==> src/rtl/serial_adder_pkg.sv <==
// Types shared by the serial adder: FSM state encoding.
// Encoding 2'd3 is never produced and decodes back to S_IDLE.
package serial_adder_pkg;

  typedef enum logic [1:0] {
    S_IDLE = 2'd0,
    S_ADD  = 2'd1,
    S_DONE = 2'd2
  } state_e;

endpackage

==> src/rtl/serial_adder_fa.sv <==
// One-bit full adder built from two half adders and an OR on the carries.
// Purely combinational; the serial adder instantiates exactly one of these.
module ha (
  input  logic a_i,
  input  logic b_i,
  output logic s_o,
  output logic c_o
);
  assign s_o = a_i ^ b_i;
  assign c_o = a_i & b_i;
endmodule

module fa (
  input  logic a_i,
  input  logic b_i,
  input  logic c_i,
  output logic s_o,
  output logic c_o
);
  logic s0, c0, c1;

  ha u_ha0 (.a_i(a_i), .b_i(b_i), .s_o(s0),  .c_o(c0));
  ha u_ha1 (.a_i(s0),  .b_i(c_i), .s_o(s_o), .c_o(c1));

  assign c_o = c0 | c1;
endmodule

==> src/rtl/serial_adder.sv <==
// Bit-serial adder: one full-adder cell, LSB first; done pulses WIDTH clocks after the accepted start.
// start is only sampled in IDLE or DONE, so requests made while busy are silently dropped.
module serial_adder
  import serial_adder_pkg::*;
#(
  parameter int WIDTH = 8
) (
  input  logic             clk,
  input  logic             rst_n,
  input  logic             start,
  input  logic [WIDTH-1:0] a,
  input  logic [WIDTH-1:0] b,
  input  logic             cin,
  output logic             busy,
  output logic             done,
  output logic [WIDTH-1:0] sum,
  output logic             cout
);
  localparam int CNT_W = $clog2(WIDTH);
  localparam logic [CNT_W-1:0] LAST_BIT = CNT_W'(WIDTH - 1);

  state_e           state_q;
  logic [WIDTH-1:0] a_sh_q, b_sh_q, acc_q, sum_q;
  logic [WIDTH-1:0] acc_d;
  logic [CNT_W-1:0] bit_cnt_q;
  logic             carry_q, cout_q, busy_q, done_q;
  logic             fa_s, fa_co;

  fa u_fa (
    .a_i (a_sh_q[0]),
    .b_i (b_sh_q[0]),
    .c_i (carry_q),
    .s_o (fa_s),
    .c_o (fa_co)
  );

  // Each new sum bit enters at the MSB, so after WIDTH shifts bit 0 sits at the LSB.
  assign acc_d = {fa_s, acc_q[WIDTH-1:1]};

  always_ff @(posedge clk or negedge rst_n) begin
    if (!rst_n) begin
      state_q   <= S_IDLE;
      a_sh_q    <= '0;
      b_sh_q    <= '0;
      acc_q     <= '0;
      carry_q   <= 1'b0;
      bit_cnt_q <= '0;
      busy_q    <= 1'b0;
      done_q    <= 1'b0;
      sum_q     <= '0;
      cout_q    <= 1'b0;
    end else begin
      done_q <= 1'b0;
      case (state_q)
        S_IDLE, S_DONE: begin
          if (start) begin
            a_sh_q    <= a;
            b_sh_q    <= b;
            carry_q   <= cin;
            acc_q     <= '0;
            bit_cnt_q <= '0;
            busy_q    <= 1'b1;
            state_q   <= S_ADD;
          end else begin
            state_q <= S_IDLE;
          end
        end
        S_ADD: begin
          a_sh_q    <= a_sh_q >> 1;
          b_sh_q    <= b_sh_q >> 1;
          acc_q     <= acc_d;
          carry_q   <= fa_co;
          bit_cnt_q <= bit_cnt_q + CNT_W'(1);
          if (bit_cnt_q == LAST_BIT) begin
            sum_q   <= acc_d;
            cout_q  <= fa_co;
            done_q  <= 1'b1;
            busy_q  <= 1'b0;
            state_q <= S_DONE;
          end
        end
        default: state_q <= S_IDLE;
      endcase
    end
  end

  assign busy = busy_q;
  assign done = done_q;
  assign sum  = sum_q;
  assign cout = cout_q;
endmodule
==> config.mk <==
export PLATFORM = sky130hd
export DESIGN_NAME = serial_adder
export DESIGN_NICKNAME = d
export VERILOG_FILES = /design/src/rtl/serial_adder_pkg.sv /design/src/rtl/serial_adder_fa.sv /design/src/rtl/serial_adder.sv
export SDC_FILE = /design/constraint.sdc
export NUM_CORES = 1
export LEC_CHECK = 0
export BUFFER_PORTS_ARGS = -buffer_cell sky130_fd_sc_hd__buf_4
export CORE_MARGIN = 1.5
export CORE_UTILIZATION = 45
export DETAILED_ROUTE_END_ITERATION = 8
export PLACE_DENSITY = 0.78
export RECOVER_POWER = 100
export SLEW_MARGIN = 20
export SYNTH_ARGS = -nofsm -noshare
export SYNTH_HDL_FRONTEND = slang
export SYNTH_SLANG_ARGS = --single-unit
==> constraint.sdc <==
create_clock -name clk -period 1.6 [get_ports clk]
set_clock_uncertainty 0.15 [all_clocks]
set_input_delay 0.16 -clock clk [delete_from_list [all_inputs] [get_ports clk]]
set_output_delay 0.16 -clock clk [all_outputs]
set_load 0.005 [all_outputs]
==> results of run 1 <==
stage by stage:
| stage | TNS [ns] | setup WS (ns) | hold slack [ns] |
|---|---|---|---|
| after floorplan | 0 | 0.0338 | -0.286 |
| after global placement | 0 | 0.0192 | 0.00646 |
| after detailed placement | -0.0158 | -0.0157 | 0.0171 |
| after CTS | 0 | 0.00641 | 0.0118 |
| after global routing | -0.0525 | -0.0408 | 0.0289 |
| final | 0 | 0.0166 | 0.0136 |
layer usage:
| layer | global-route usage (%) | up-vias | part of all wire, % |
|---|---|---|---|
| met5 | 0 | - | 0 |
| li1 | - | 597 | - |
| met4 | 6.84 | 0 | 1.6 |
| met3 | 3.75 | 6 | 3.7 |
| met2 | 27.0 | 29 | 50 |
| met1 | 19.9 | 634 | 44 |
placed cells by master, fill, tap and decap left out:
cell type,instances
buf_4,24
nand3_1,2
dfrtp_1,40
inv_1,3
a22o_1,9
nor2_2,1
mux2_4,5
buf_12,2
nor2b_1,1
nand2b_1,1
o21bai_1,1
nand3b_4,2
clkbuf_2,3
mux2_2,10
mux2i_1,49
clkbuf_4,11
xnor2_1,1
ha_4,1
clkbuf_8,6
nor2_1,1
ha_1,1
clkbuf_1,2
mux2_1,3
dlygate4sd3_1,1
fa_1,1
o21ai_0,3
what timing repair did:
action / CTS / global route
endpoints found under the hold margin: 40 / 0
hold buffers: 1 / 0
setup endpoints to repair: 2 / 6
resized for setup: 0 / 3
gates cloned: 1 / 0
setup buffers: 1 / 2
pin swaps: 0 / 1
how the worst max path moves through the flow:
stage / startpoint / endpoint / slack (ns)
6_report: b_sh_q[0] / acc_q[7] / 0.02
5_1_grt: b_sh_q[0] / acc_q[7] / -0.04
4_1_cts: carry_q / acc_q[7] / 0.006
3_5_place_dp: bit_cnt_q[1] / sum[0] / -0.02
3_3_place_gp: carry_q / acc_q[7] / 0.02
2_1_floorplan: carry_q / acc_q[7] / 0.03
where the power goes:
part | switching [mW] | total (mW) | leakage, nW | internal, mW
Clock | 0.330 | 0.682 | 0.0455 | 0.352
Sequential | 0.331 | 1.75 | 0.513 | 1.42
Combinational | 0.627 | 1.63 | 0.696 | 1.01
Total | 1.29 | 4.07 | 1.25 | 2.78
cell families (layout without fill, tap and decap cells):
kind of cell | Yosys count | in the layout | share of synthesized area (%)
mux | 67 | 67 | 35.6
flops | 40 | 40 | 49.3
buf+inv | 14 | 52 | 4.93
compound gates | 13 | 13 | 4.99
simple gates | 7 | 8 | 2.59
fa+ha+maj | 3 | 3 | 2.22
xor+xnor | 1 | 1 | 0.431
state kept, by name, summed over array words and instances, names as in the netlist:
name,cells
acc_q,7
state_q,2
cout,1
bit_cnt_q,3
sum,8
a_sh_q,8
done,1
busy,1
b_sh_q,8
carry_q,1
layout make-up:
cell class              count  share of cell area (%)
repair buffers             41                    13.4
clock buffers               8                    3.68
multi-input cells          92                    38.9
well taps                  52                    2.66
inverters                   3                   0.460
flip-flops and latches     40                    40.9
critical path, cell delays in order (launching register included):
cell,delay [ns]
dfrtp_1,0.40
fa_1,0.49
mux2_2,0.27
a22o_1,0.17
==> metrics.yaml, run 1 <==
finalNonFillerCells: 236
setup_violations: 0
fin_area_um2: 2450
yosysMostFrequentCell: "mux2i_1"
nets: 206
min_period_over_period_pct: 99.0
n_fill_cell: 357
num_antenna_cells: 0
hold_path.startpoint: "b[7]"
r2r_slack_ns: 0.02
drt_first_iter_violations: 47
postSynthRegisterBits: 40
overflow: 0
utilization_pct: 56.2
path_max_fanout: 2
grt_max_degree: 41
maxSlewHeadroom_pct: 34.1
syn_avg_cell_area_um2: 14.0
start_util_pct: 46.7
drtAntennaViolNets: 0
crit_arrival_ns: 1.61
reg2regPathDepth: 3
yosysUniqueCellTypes: 21
finalPower_mw: 4.07
drc: 0
yosys-top-cells-count: "mux2i_1 (49), dfrtp_1 (40), mux2_2 (10)"
rsz0062_at_grt: "yes"
rows: 24
area_growth_pct: 20.4
dp.final_hpwl_um: 2520
multi_input_area_um2: 952
cts_tree: "built"
firstDrtPassIters: 4
hold_path.class: "input pin to register"
ys_top_cells_by_area: "dfrtp_1 (49%), mux2i_1 (24%), mux2_4 (5.9%), mux2_2 (5.5%), a22o_1 (3.9%)"
yosysWarnings: 0
crit_path_start_kind: "register"
powerDensity_nw_per_um2: 1660
cts_buffers: 5
worstSetupPathType: "register to register"
ys_seq_area_share_pct: 49.3
syn-num-nets: 168
dpl_cell_area_um2: 2310
r2r-start: "b_sh_q[0]"
io_buffer_count: 30
status: "finished clean"
cp_data_required_time_ns: 1.63
clock_path_buffers: 2
irDropWorstVdd_v: 0.000968
antenna_found_initial: 0
clk_latency_ns: 0.29
track_usage_pct: 16.1
routed_wl_um: 3660
vias: 1266
vias_per_cell: 5.36
ctsRootBufferMaster: "clkbuf_8"
core_region_area_um2: 4350
drv_cap: 0
hold_viol_final: 0
tightestPinTransition_ns: 0.989
post-route-min-period_ns: 1.58
clk_pin_slew_ns: 0.07
yosys.area.top_type: "dfrtp_1"
max_freq_mhz: 632
dieHeight_um: 70.2
hold_depth: 3
regArea_um2: 1000
grt_first_pass_wirelength_um: 6260
die_w_um: 70.2
globalplace.congestion: 0.688
endpoint_kind: "register"
io_pins: 31
synth_flop_cell: "dfrtp_1"
total_leakage_power_nw: 1.25
drive_gt1_share_pct: 35.3
die-area_um2: 4930
cts_num_sinks: 40
async_flop_share_pct: 100
synth_top_area_share_pct: 49.3
synth-edff-count: 0
routedWlPerCell_um: 15.5
grt_pass1_vias: 1370
dpl.cell_count: 223
reg2reg_to: "acc_q[7]"
syn_inst: 145
netlist_area_um2: 2030
final_max_slew_viol_count: 0
h-tree-depth: 2
min_to: "b_sh_q[7]"
No activity file was read; power rests on OpenSTA's default activity.
==> run 2, diff against run 1 <==
--- a/config.mk
+++ b/config.mk
@@ -5,7 +5,7 @@
 export SDC_FILE = /design/constraint.sdc
 export NUM_CORES = 1
 export LEC_CHECK = 0
-export BUFFER_PORTS_ARGS = -buffer_cell sky130_fd_sc_hd__buf_4
+export BUFFER_PORTS_ARGS = -buffer_cell sky130_fd_sc_hd__buf_2
 export CORE_MARGIN = 1.5
 export CORE_UTILIZATION = 45
 export DETAILED_ROUTE_END_ITERATION = 8
==> run 2 against run 1 <==
Against the previous run:
- the run now ends with setup timing left
- design area increased by 0.10%
- count of clock-buffer cells in the layout decreased by 1
- worst hold slack got worse by 0.011 ns
- non-clock buffer count increased by 4
- worst setup slack got worse by 0.038 ns
- clock power increased by 33%
- fmax decreased by 2.3%
- critical path type unchanged
- largest power group unchanged
==> metrics.yaml, run 2 (same netlist as run 1, synthesis figures left out) <==
layout_common_cells: "mux2i_1 (49), dfrtp_1 (40), buf_2 (26)"
layout_commonest_cell: "mux2i_1"
pwr-share-seq_pct: 40.9
die_w_um: 70.2
nets: 210
slowest_stage: "fa_1"
setup_ws_ns: -0.0212
setup_tns_ns: -0.0212
holdWs_ns: 0.00254
die-area_um2: 4930
violations: "setup timing"
dp.final_hpwl_um: 2580
utilization_pct: 56.3
finalPower_mw: 4.30
globalplace.congestion: 0.713
multi_input_area_um2: 952
antenna_found_initial: 0
hold_path.startpoint: "b[4]"
drv_cap: 0
rows: 24
hold_viol_final: 0
hold_path.class: "input pin to register"
vias_per_cell: 5.30
track_usage_pct: 17.2
h-tree-depth: 2
cp_cell_sequence: "fa_1 -> mux2_2 -> a22o_1"
min_period_over_period_pct: 101
crit_path_start_kind: "register"
regArea_um2: 1000
num_antenna_cells: 0
path_buf_inv: 0
drc: 0
core_region_area_um2: 4350
path_max_fanout: 2
dpl.cell_count: 225
dieHeight_um: 70.2
power.internal_mw: 2.95
powerDensity_nw_per_um2: 1750
clk_pin_slew_ns: 0.08
vias: 1271
cts_num_sinks: 40
rsz0062_at_grt: "yes"
drive_gt1_share_pct: 34.6
cp-startpoint: "b_sh_q[0]"
tightestPinTransition_ns: 0.485
grt_pass1_vias: 1391
area_growth_pct: 20.6
power.share.switching_pct: 31.3
post-route-min-period_ns: 1.62
io_buffer_count: 30
crit_family: "adder cells"
cts_tree: "built"
power.switching_mw: 1.34
routed_wl_um: 3730
worstSetupPathType: "register to register"
drtAntennaViolNets: 0
firstDrtPassIters: 4
clk_latency_ns: 0.30
power_frac_comb_pct: 38.0
crit_path_max_incr_delay_ns: 0.50
io_pins: 31
maxSlewHeadroom_pct: 67.6
n_fill_cell: 369
r2r-start: "b_sh_q[0]"
cts_buffers: 5
crit_arrival_ns: 1.66
drt_first_iter_violations: 30
status: "finished with violations"
setup_violations: 1
cp_data_required_time_ns: 1.64
finalNonFillerCells: 240
ctsRootBufferMaster: "clkbuf_8"
endpoint_kind: "register"
grt_first_pass_wirelength_um: 6570
max_freq_mhz: 617
clock_path_buffers: 2
overflow: 0
routedWlPerCell_um: 15.5
start_util_pct: 46.7
grt_max_degree: 22
final_max_slew_viol_count: 0
total_leakage_power_nw: 1.26
clockPowerShare_pct: 21.1
irDropWorstVdd_v: 0.000926
==> run 2: cell types whose count changed in the layout (fill, tap and decap cells not counted) <==
cell and delta:
clkbuf_4 -11, buf_4 -16, buf_12 +1, dlygate4sd3_1 +1
clkbuf_8 +1, clkbuf_2 -2, buf_2 +26, bufinv_16 +1
clkbuf_1 +3
==> run 2: layout make-up <==
type | instances | share of cell area [%]
Clock buffer | 7 | 3.93
Clock inverter | 1 | 1.23
Inverter | 3 | 0.460
Multi-Input combinational cell | 92 | 38.9
Sequential cell | 40 | 40.9
Tap cell | 52 | 2.66
Timing Repair Buffer | 45 | 12.0
==> run 2: timing repair <==
action | 4_1_cts | 5_1_grt
buffers inserted | 3 | 1
resized for setup | 2 | 1
endpoints found under the hold margin | 20 | 0
pin swaps | 0 | 1
hold buffers | 2 | 0
gates cloned | 1 | 0
setup endpoints to repair | 10 | 2
==> run 2: worst reg2reg max path: cells and delay by family (launching register included) <==
| kind | cells | cell delay (ns) |
|---|---|---|
| DFF | 1 | 0.41 |
| adders and majority gates | 1 | 0.50 |
| muxes | 1 | 0.27 |
| AOI/OAI and AO/OA | 1 | 0.18 |
==> run 2: path summary, 6_finish.rpt <==
check / to / slack [ns] / depth (start not counted)
setup / recovery: acc_q[7] / -0.02 / 3
hold / removal: b_sh_q[4] / 0.003 / 3
setup reg to reg: acc_q[7] / -0.02 / 3
hold reg to reg: cout / 0.35 / 1
max in group asynchronous: a_sh_q[5] / 0.25 / 3
min in group asynchronous: sum[4] / 0.20 / 2
==> run 2: power groups by stage <==
stage	logic, mW	clock network (mW)	registers [mW]
floorplan	1.20	0	1.68
detailed placement	1.56	0	1.77
global route	1.80	0.978	1.82
CTS	1.68	0.931	1.76
global placement	1.47	0	1.74
finish	1.63	0.909	1.76
==> run 2: through the flow <==
step / cell area (um^2) / setup slack (ns)
2_1_floorplan: 2040 / 0.0338
3_3_place_gp: 2280 / 0.0150
3_5_place_dp: 2280 / -0.0410
4_1_cts: 2480 / -0.0295
5_1_grt: 2450 / -0.0513
6_report: 2450 / -0.0212
==> run 2: layer usage <==
| layer | part of all wire [%] | routed length (um) | up-vias | global-route usage (%) |
|---|---|---|---|---|
| li1 | - | - | 607 | - |
| met1 | 44 | 1660 | 623 | 20.7 |
| met2 | 49 | 1820 | 31 | 28.6 |
| met3 | 4.6 | 172 | 10 | 5.63 |
| met4 | 2.1 | 80 | 0 | 7.05 |
| met5 | 0 | 0 | - | 0 |
==> run 3, diff against run 2 <==
--- a/config.mk
+++ b/config.mk
@@ -6,6 +6,7 @@
 export NUM_CORES = 1
 export LEC_CHECK = 0
 export BUFFER_PORTS_ARGS = -buffer_cell sky130_fd_sc_hd__buf_2
+export CORE_ASPECT_RATIO = 1.75
 export CORE_MARGIN = 1.5
 export CORE_UTILIZATION = 45
 export DETAILED_ROUTE_END_ITERATION = 8
==> constraint.sdc (replaced) <==
create_clock -name clk -period 1.6 [get_ports clk]
set_clock_uncertainty 0.15 [all_clocks]
set_input_delay 0.32 -clock clk [delete_from_list [all_inputs] [get_ports clk]]
set_output_delay 0.32 -clock clk [all_outputs]
set_load 0.005 [all_outputs]
==> run 3 against run 2 <==
Against the previous run:
- largest cell class unchanged
- sequential cell count is the same
- global-route usage grew 0.26 points
- the flow still finishes with violations (setup timing)
- sequential share of layout area grew 0.51 points
- die area grew 0.33%
- count of clock-buffer cells in the layout shrank 1
- sequential power is essentially flat
- largest power group unchanged
- critical endpoint unchanged
- design area shrank 1.2%
- register-to-register slack is essentially flat
- critical path depth is the same
==> metrics.yaml, run 3 (same netlist as run 1, synthesis figures left out) <==
min_period_over_period_pct: 102
rows: 32
antenna_found_initial: 0
power.internal_mw: 2.86
setup_violations: 1
post-route-min-period_ns: 1.63
die_w_um: 53.8
num_antenna_cells: 0
crit_family: "adder cells"
r2r-start: "b_sh_q[0]"
die-area_um2: 4940
endpoint_kind: "register"
path_max_fanout: 2
irDropWorstVdd_v: 0.00125
layout_common_cells: "mux2i_1 (49), dfrtp_1 (40), buf_2 (29)"
total_leakage_power_nw: 1.27
hold_path.class: "input pin to register"
violations: "setup timing"
tightestPinTransition_ns: 0.469
drt_first_iter_violations: 20
n_fill_cell: 372
clk_latency_ns: 0.29
hold_viol_final: 0
clock_path_buffers: 2
pwr-share-seq_pct: 42.0
dr_wl_met3_um: 126
layout_commonest_cell: "mux2i_1"
drt-met1-wl_um: 1490
area_growth_pct: 19.1
h-tree-depth: 2
final_max_slew_viol_count: 0
drc: 0
crit_path_max_incr_delay_ns: 0.51
hold_path.startpoint: "b[1]"
status: "finished with violations"
core_region_area_um2: 4360
dieHeight_um: 91.9
vias_per_cell: 5.39
setup_ws_ns: -0.0339
routed_wl_um: 3820
dpl.cell_count: 227
holdWs_ns: 0.164
globalplace.congestion: 0.736
routedWlPerCell_um: 16.1
grt_pass1_vias: 1356
overflow: 0
cp_data_required_time_ns: 1.63
rsz0062_at_grt: "yes"
nets: 209
cp.depth: 3
routed.top_layer: "met4"
start_util_pct: 46.6
powerDensity_nw_per_um2: 1730
crit_path_start_kind: "register"
firstDrtPassIters: 2
cts_buffers: 5
max_freq_mhz: 612
setup_tns_ns: -0.0339
crit_arrival_ns: 1.66
drtAntennaViolNets: 0
grt_first_pass_wirelength_um: 6210
power.switching_mw: 1.33
drive_gt1_share_pct: 39.0
cts_tree: "built"
path_buf_inv: 0
grt_max_degree: 24
vias: 1283
io_pins: 31
reg2regPathDepth: 3
clockPowerShare_pct: 19.1
wl_met2_um: 2130
worstSetupPathType: "register to register"
drv_cap: 0
maxSlewHeadroom_pct: 68.7
cp_cell_sequence: "fa_1 -> mux2_2 -> a22o_1"
power.share.switching_pct: 31.7
finalNonFillerCells: 238
power_frac_comb_pct: 38.9
cp-startpoint: "b_sh_q[0]"
cts_num_sinks: 40
hold_depth: 3
slowest_stage: "fa_1"
dp.final_hpwl_um: 2750
clk_pin_slew_ns: 0.08
ctsRootBufferMaster: "clkbuf_8"
track_usage_pct: 17.5
io_buffer_count: 30
[run 3: cell type report]
type / instances / area (um^2) / area share [%]
repair buffers: 44 / 270 / 11.2
clock inverters: 2 / 35.0 / 1.45
flip-flops and latches: 40 / 1000 / 41.4
inverters: 3 / 11.3 / 0.465
multi-input cells: 92 / 966 / 39.9
clock buffers: 6 / 72.6 / 3.00
well taps: 51 / 63.8 / 2.64
[run 3: worst register-to-register path, cell delays in order (launching register included)]
cell and delay [ns]:
dfrtp_1 0.40, fa_1 0.51, mux2_2 0.29, a22o_1 0.17
[run 3: final timing paths]
path	endpoint	slack (ns)
min in group asynchronous	a_sh_q[1]	0.36
hold reg to reg	sum[1]	0.36
setup reg to reg	acc_q[7]	-0.03
max in group asynchronous	cout	0.21
setup / recovery	acc_q[7]	-0.03
hold / removal	b_sh_q[1]	0.16
[run 3: through the flow]
| step | utilization, % | cell area, um^2 | power, mW | setup slack, ns |
|---|---|---|---|---|
| 3_3_place_gp | 52.1 | 2270 | 3.20 | 0.0285 |
| 4_1_cts | 55.2 | 2410 | 4.21 | -0.0375 |
| 2_1_floorplan | - | 2040 | 2.88 | 0.0338 |
| 3_5_place_dp | 52.1 | 2270 | 3.36 | -0.0150 |
| 5_1_grt | 55.4 | 2420 | 4.46 | -0.0844 |
| 6_report | 55.4 | 2420 | 4.19 | -0.0339 |
[run 3: what timing repair did]
action / in CTS / in global routing
endpoints found under the setup margin: 3 / 15
setup buffers: 1 / 0
hold endpoints to repair: 17 / 0
resized for setup: 0 / 3
pin swaps: 1 / 0
gates cloned: 1 / 0
hold buffers: 1 / 0
[run 3: power groups by stage]
stage                     clock (mW)  combinational [mW]  sequential (mW)
final                          0.799                1.63             1.76
after global routing           0.850                1.78             1.83
after CTS                      0.815                1.64             1.76
after detailed placement           0                1.59             1.77
after global placement             0                1.47             1.73
after floorplan                    0                1.20             1.68
[run 3: routing by layer]
layer / up-vias / track usage (%)
met2: 24 / 29.9
met3: 6 / 4.89
met5: - / 0
li1: 610 / -
met4: 0 / 7.69
met1: 643 / 19.2
